===== config.mk =====
export PLATFORM = sky130hd
export DESIGN_NAME = cluster_count_sequencer
export DESIGN_NICKNAME = d
export VERILOG_FILES = /design/src/rtl/cluster_count_pkg.sv /design/src/rtl/cluster_count_sequencer_delay.sv /design/src/rtl/cluster_count_sequencer.sv
export SDC_FILE = /design/constraint.sdc
export NUM_CORES = 1
export LEC_CHECK = 0
export CELL_PAD_IN_SITES_DETAIL_PLACEMENT = 1
export CELL_PAD_IN_SITES_GLOBAL_PLACEMENT = 2
export CORE_MARGIN = 4
export CORE_UTILIZATION = 41
export DETAILED_ROUTE_END_ITERATION = 16
export DONT_BUFFER_PORTS = 1
export PLACE_DENSITY = 0.9
export SLEW_MARGIN = 15
export SYNTH_ARGS = -nofsm -noshare
export SYNTH_HDL_FRONTEND = slang
export SYNTH_SLANG_ARGS = --single-unit

===== constraint.sdc =====
create_clock -name clock4x -period 7.4 [get_ports clock4x]
set_input_delay 1.85 -clock clock4x [delete_from_list [all_inputs] [get_ports clock4x]]
set_output_delay 1.85 -clock clock4x [all_outputs]
set_load 0.1 [all_outputs]

===== src/rtl/cluster_count_pkg.sv =====
// Shared types, default widths and helpers for the cluster count sequencer.
package cluster_count_pkg;
  localparam int CNT_W_DEF       = 11;
  localparam int CNT_LATENCY_DEF = 10;
  localparam int BX_PERIOD_DEF   = 4;
  localparam int SAT_W           = 64;

  typedef enum logic [1:0] {IDLE, ACCUM, HOLD} state_e;

  // Add two values and clamp the result at lim; operands are zero-extended by the caller.
  function automatic logic [SAT_W-1:0] sat_add(input logic [SAT_W-1:0] a,
                                               input logic [SAT_W-1:0] b,
                                               input logic [SAT_W-1:0] lim);
    logic [SAT_W:0] s;
    s = {1'b0, a} + {1'b0, b};
    return (s > {1'b0, lim}) ? lim : s[SAT_W-1:0];
  endfunction
endpackage


===== src/rtl/cluster_count_sequencer_delay.sv =====
// Strobe delay line that follows each BX through the counter pipeline (STAGES >= 2).
module bx_strobe_delay #(
  parameter int STAGES = 10
) (
  input  logic clock4x,
  input  logic reset,
  input  logic din,
  output logic dout
);
  logic [STAGES-1:0] vld_pipe;

  always_ff @(posedge clock4x)
    if (reset) vld_pipe <= '0;
    else       vld_pipe <= {vld_pipe[STAGES-2:0], din};

  assign dout = vld_pipe[STAGES-1];
endmodule


===== src/rtl/cluster_count_sequencer.sv =====
// Tags counter outputs with their BX, flags overflow, checks strobe spacing
// and runs commanded occupancy windows with a valid/ack result.
module cluster_count_sequencer
  import cluster_count_pkg::*;
#(
  parameter int CNT_W       = CNT_W_DEF,
  parameter int CNT_LATENCY = CNT_LATENCY_DEF,
  parameter int BX_PERIOD   = BX_PERIOD_DEF,
  parameter int WIN_W       = 16,
  parameter int SUM_W       = 32
) (
  input  logic             clock4x,
  input  logic             reset,
  input  logic             bx_strobe_i,
  input  logic [CNT_W-1:0] cnt_i,
  input  logic [CNT_W-1:0] thresh_i,
  input  logic             start_i,
  input  logic             stop_i,
  input  logic             cont_i,
  input  logic [WIN_W-1:0] window_len_i,
  input  logic             phase_clr_i,
  output logic [CNT_W-1:0] bx_cnt_o,
  output logic             bx_valid_o,
  output logic             bx_overflow_o,
  output logic [SUM_W-1:0] sum_o,
  output logic [CNT_W-1:0] max_o,
  output logic [WIN_W-1:0] ovf_bx_o,
  output logic             result_valid_o,
  input  logic             result_ack_i,
  output logic             busy_o,
  output logic             phase_err_o
);
  localparam int SPC_W = 8;

  logic             cap;
  logic [SPC_W-1:0] spc_q;
  logic             seen_q;
  state_e           state_q, state_d;
  logic             load, clr_acc, acc_en, last;
  logic [WIN_W-1:0] win_len_q, bx_ctr_q, ovf_q;
  logic [WIN_W:0]   ctr_nxt;
  logic [SUM_W-1:0] sum_q;
  logic [CNT_W-1:0] max_q;

  bx_strobe_delay #(.STAGES(CNT_LATENCY)) u_dly (
    .clock4x (clock4x),
    .reset   (reset),
    .din     (bx_strobe_i),
    .dout    (cap)
  );

  // Capture cycle: count and threshold are sampled together, flags come out a cycle later.
  always_ff @(posedge clock4x) begin
    if (reset) begin
      bx_cnt_o      <= '0;
      bx_valid_o    <= 1'b0;
      bx_overflow_o <= 1'b0;
    end else begin
      bx_valid_o    <= cap;
      bx_overflow_o <= cap && (cnt_i > thresh_i);
      if (cap) bx_cnt_o <= cnt_i;
    end
  end

  // Spacing check; the first strobe after reset or clear only sets the reference.
  always_ff @(posedge clock4x) begin
    if (reset) begin
      spc_q       <= '0;
      seen_q      <= 1'b0;
      phase_err_o <= 1'b0;
    end else begin
      if (bx_strobe_i)      spc_q <= SPC_W'(1);
      else if (spc_q != '1) spc_q <= spc_q + SPC_W'(1);
      if (phase_clr_i) begin
        phase_err_o <= 1'b0;
        seen_q      <= 1'b0;
      end else if (bx_strobe_i) begin
        seen_q <= 1'b1;
        if (seen_q && spc_q != SPC_W'(BX_PERIOD)) phase_err_o <= 1'b1;
      end
    end
  end

  assign ctr_nxt = {1'b0, bx_ctr_q} + (WIN_W+1)'(1);
  assign last    = ctr_nxt >= {1'b0, win_len_q};

  always_comb begin
    state_d = state_q;
    load    = 1'b0;
    clr_acc = 1'b0;
    acc_en  = 1'b0;
    case (state_q)
      IDLE:  if (start_i) begin
               state_d = ACCUM;
               load    = 1'b1;
               clr_acc = 1'b1;
             end
      ACCUM: if (bx_valid_o) begin
               acc_en = 1'b1;
               if (last) state_d = HOLD;
             end
      HOLD:  if (result_ack_i) begin
               state_d = cont_i ? ACCUM : IDLE;
               clr_acc = cont_i;
             end
      default: state_d = IDLE;
    endcase
    // Abort beats everything, including a start in the same cycle.
    if (stop_i) begin
      state_d = IDLE;
      load    = 1'b0;
      clr_acc = 1'b0;
    end
  end

  always_ff @(posedge clock4x) begin
    if (reset) begin
      state_q   <= IDLE;
      win_len_q <= '0;
      bx_ctr_q  <= '0;
      sum_q     <= '0;
      max_q     <= '0;
      ovf_q     <= '0;
    end else begin
      state_q <= state_d;
      if (load) win_len_q <= (window_len_i == '0) ? WIN_W'(1) : window_len_i;
      if (clr_acc) begin
        bx_ctr_q <= '0;
        sum_q    <= '0;
        max_q    <= '0;
        ovf_q    <= '0;
      end else if (acc_en) begin
        bx_ctr_q <= ctr_nxt[WIN_W-1:0];
        sum_q    <= SUM_W'(sat_add(SAT_W'(sum_q), SAT_W'(bx_cnt_o), SAT_W'({SUM_W{1'b1}})));
        ovf_q    <= WIN_W'(sat_add(SAT_W'(ovf_q), SAT_W'(bx_overflow_o), SAT_W'({WIN_W{1'b1}})));
        if (bx_cnt_o > max_q) max_q <= bx_cnt_o;
      end
    end
  end

  assign sum_o          = sum_q;
  assign max_o          = max_q;
  assign ovf_bx_o       = ovf_q;
  assign result_valid_o = (state_q == HOLD);
  assign busy_o         = (state_q != IDLE);
endmodule


==> results.md <==
* Synth Register Bits at 126
* Area Overhead vs Synth at 13.7%
* Sequential Power Share at 41.6%
* TritonCTS buffer count at 17
* Reg2Reg Setup Slack at 3.51 ns
* Die ar. at 18600 µm²
* Leading area contributor after synthesis: dfxtp_1
* Final slew viol count at 0
* Post-CTS Resized at 0
* Final ANT Viol Nets at 0
* Crit path from: bx_cnt_o[0]
* CTS H-tree depth at 4
* Layout cells sized above 1 at 8.70%
* Fin Hold WS at 0.447 ns
* Final Hold Viols at 0
* Max-slew headroom at 19.1%
* Crit Reg-Reg Endpoint: sum_o[19]
* Port Buf Inserts at 0
* DR vias/cell at 5.70
* Post-DP HPWL at 14100 µm
* FFs w/ async S/R, synth at 0%
* Ant diodes at 0
* Wire length per cell at 18.8 µm
* Global route total overflow at 0
* Post-route setup TNS at 0 ns
* Post-synth EDFFs at 0
* Worst Setup Start Kind: register
* Die span in y at 137 µm
* Combinational fraction of design power at 3.5%
* Crit path arrival time at 4.20 ns
* Sw frac at 21.5%
* Leak pwr at 3.07 nW
* Largest net degree at the start of global routing at 50
* Cell variety after synth at 66
* Worst-path fanout max at 17
* Worst r2r path cells at 10
* Number of global-route vias before repair at 6280
* Die span in x at 137 µm
* Maximum clock frequency at 257 MHz
* # DRC at 0
* Ranking of synthesized cells by area: dfxtp_1 (37%), ha_1 (10%), a21oi_1 (4.7%)
* Tcrit/Tclk final at 52.5%
* Clock share of power at 55.0%
* Int Pwr at 0.00130 W
* Clock Skews at 0.00869 ns
* Maxcap violations at 0
* CP endpoint kind: register
* Clk slew on worst S/H paths at 0.06 ns
* Final #Nets at 904
* Reg2reg start: bx_cnt_o[0]
* Overall Global Routing Usage at 21.2%
* RSZ-0062 raised after global routing: no
* Peak VDD IR at 163 µV
* First-pass GRT wire length at 31600 µm
* Top-area cell type share of the netlist area at 37.3%
* Min-delay src: u_dly.vld_pipe[3]
* End of the critical path: sum_o[19]
* Clock sink count at 126
* Post-Route WL at 19400 µm
* Total I/O pin count at 121
* DR vias at 5882
* Synth Warn # at 0
* Initial core utilization at 42.2%
* Mapped Area at 6770 µm²
* Syn Nets at 899
* Drt first pass iters at 4
* Average size of a mapped cell at 8.48 µm²
* Setup-failing EPs final at 0
* Setup Crit Path Kind: register to register
* Register area share after synthesis at 37.3%
* Row count at 46
* Status: finished clean
* Worst hold path class: register to register
* Worst skew pair latency at 0.42 ns
* Buffer levels on the longest clock path at 2
* Iter 0 DRT Violations at 278
* Core ar. at 16100 µm²
* Syn Inst Count at 798
* Worst Tran Pin Value at 1.21 ns
* Fin crit period at 3.89 ns
* Crit path required time at 7.72 ns
* Switch Pwr at 0.000357 W
* Post-CTS Setup Bufs at 0
* Initial antenna violation count at 0
* Final Wtd Congestion at 0.854
* CTS tree: yes
* Power Density at 216 nW/µm²
* Commonest cells after routing, fill and taps aside: dfxtp_1 (126), nand2_1 (74), nor2_1 (63)
* Hold_buf cts at 0
* Most common cell after layout, fill and taps aside: dfxtp_1
* Top FF cell, synth: dfxtp_1
* CTS root buf: clkbuf_16
-- worst min-delay path by stage --
| stage | endpoint | slack, ns | cells past startpoint |
|---|---|---|---|
| 2_1_floorplan | u_dly.vld_pipe[1] | 0.41 | 1 |
| 3_3_place_gp | u_dly.vld_pipe[4] | 0.43 | 1 |
| 3_5_place_dp | u_dly.vld_pipe[9] | 0.44 | 1 |
| 4_1_cts | u_dly.vld_pipe[4] | 0.45 | 1 |
| 5_1_grt | u_dly.vld_pipe[9] | 0.46 | 1 |
| 6_report | u_dly.vld_pipe[4] | 0.45 | 1 |
-- final cells by class --
class	instances	area [µm²]
fillers	1878	8360
clock buffers	22	484
flip-flops and latches	126	2520
clock inverters	10	159
inverters	52	195
repair buffers	16	120
well taps	216	270
multi-input cells	590	3940
-- registers in the layout, indices dropped and copies added, names as in the netlist --
name	flops
phase_err_o	1
seen_q	1
win_len_q	16
spc_q	8
bx_overflow_o	1
u_dly.vld_pipe	10
state_q	2
bx_cnt_o	11
bx_ctr_q	16
ovf_bx_o	16
sum_o	32
bx_valid_o	1
max_o	11
-- logic make-up (layout without fill, tap and decap cells) --
group | Yosys count | in the layout | share of synthesized area (%)
simple gates | 299 | 299 | 23.6
xor+xnor | 47 | 47 | 6.08
flops | 126 | 126 | 37.3
compound gates | 176 | 176 | 16.1
fa+ha+maj | 55 | 55 | 10.3
buf+inv | 82 | 100 | 4.71
mux | 13 | 13 | 1.92
-- routing by layer --
layer | global-route usage, % | up-vias | wire length, µm
li1 | - | 2857 | -
met1 | 23.6 | 2860 | 8000
met2 | 37.5 | 140 | 9640
met3 | 7.54 | 25 | 1400
met4 | 7.39 | 0 | 333
met5 | 0 | - | 0
-- through the flow --
stage	area, µm²	utilization (%)	std cells	setup WS [ns]	power, W
floorplan	6770	-	798	3.75	0.000750
global placement	7050	43.9	1000	3.76	0.000759
detailed placement	7050	43.9	1000	3.54	0.000762
CTS	7690	47.9	1032	3.52	0.00168
global route	7690	47.9	1032	3.16	0.00171
finish	7690	47.9	1032	3.51	0.00166
-- worst max-delay path, stage by stage (launching register included) --
cell      delay [ns]
dfxtp_1         1.06
ha_1            0.34
inv_1           0.07
fa_1            0.40
nand2b_1        0.18
a21oi_1         0.17
o21ai_0         0.20
o21ai_1         0.35
nand2_2         0.33
and2_0          0.36
a221oi_1        0.30
-- cells in the mapped netlist, drive strengths merged, types with 2 or more instances --
master   count
buf          8
xor2        33
nor4        10
nand2       75
or4          3
nor3        19
o21a         4
a221oi       3
nand4       21
or3          6
a221o        2
o211a        3
a2111oi      2
xnor2       14
o21ai       40
mux2i       13
nand3       37
and2         4
clkbuf      22
o211ai       4
and4         4
ha          54
a21oi       63
o31ai       11
nor3b        4
a311oi       4
or2          2
nor2b       19
a21o         9
and3        16
dfxtp      126
a211oi       5
nor2        65
a31oi       20
inv         52
nand2b       6
nor4b        2
nand3b       2
-- power groups by stage --
stage / Clock, W / Combinational (W) / Sequential (W)
3_5_place_dp: 0 / 0.0000577 / 0.000705
4_1_cts: 0.000927 / 0.0000584 / 0.000690
6_report: 0.000913 / 0.0000576 / 0.000690
2_1_floorplan: 0 / 0.0000474 / 0.000703
3_3_place_gp: 0 / 0.0000543 / 0.000704
5_1_grt: 0.000957 / 0.0000661 / 0.000691
Note: power is estimated with default switching activity, not from simulation.
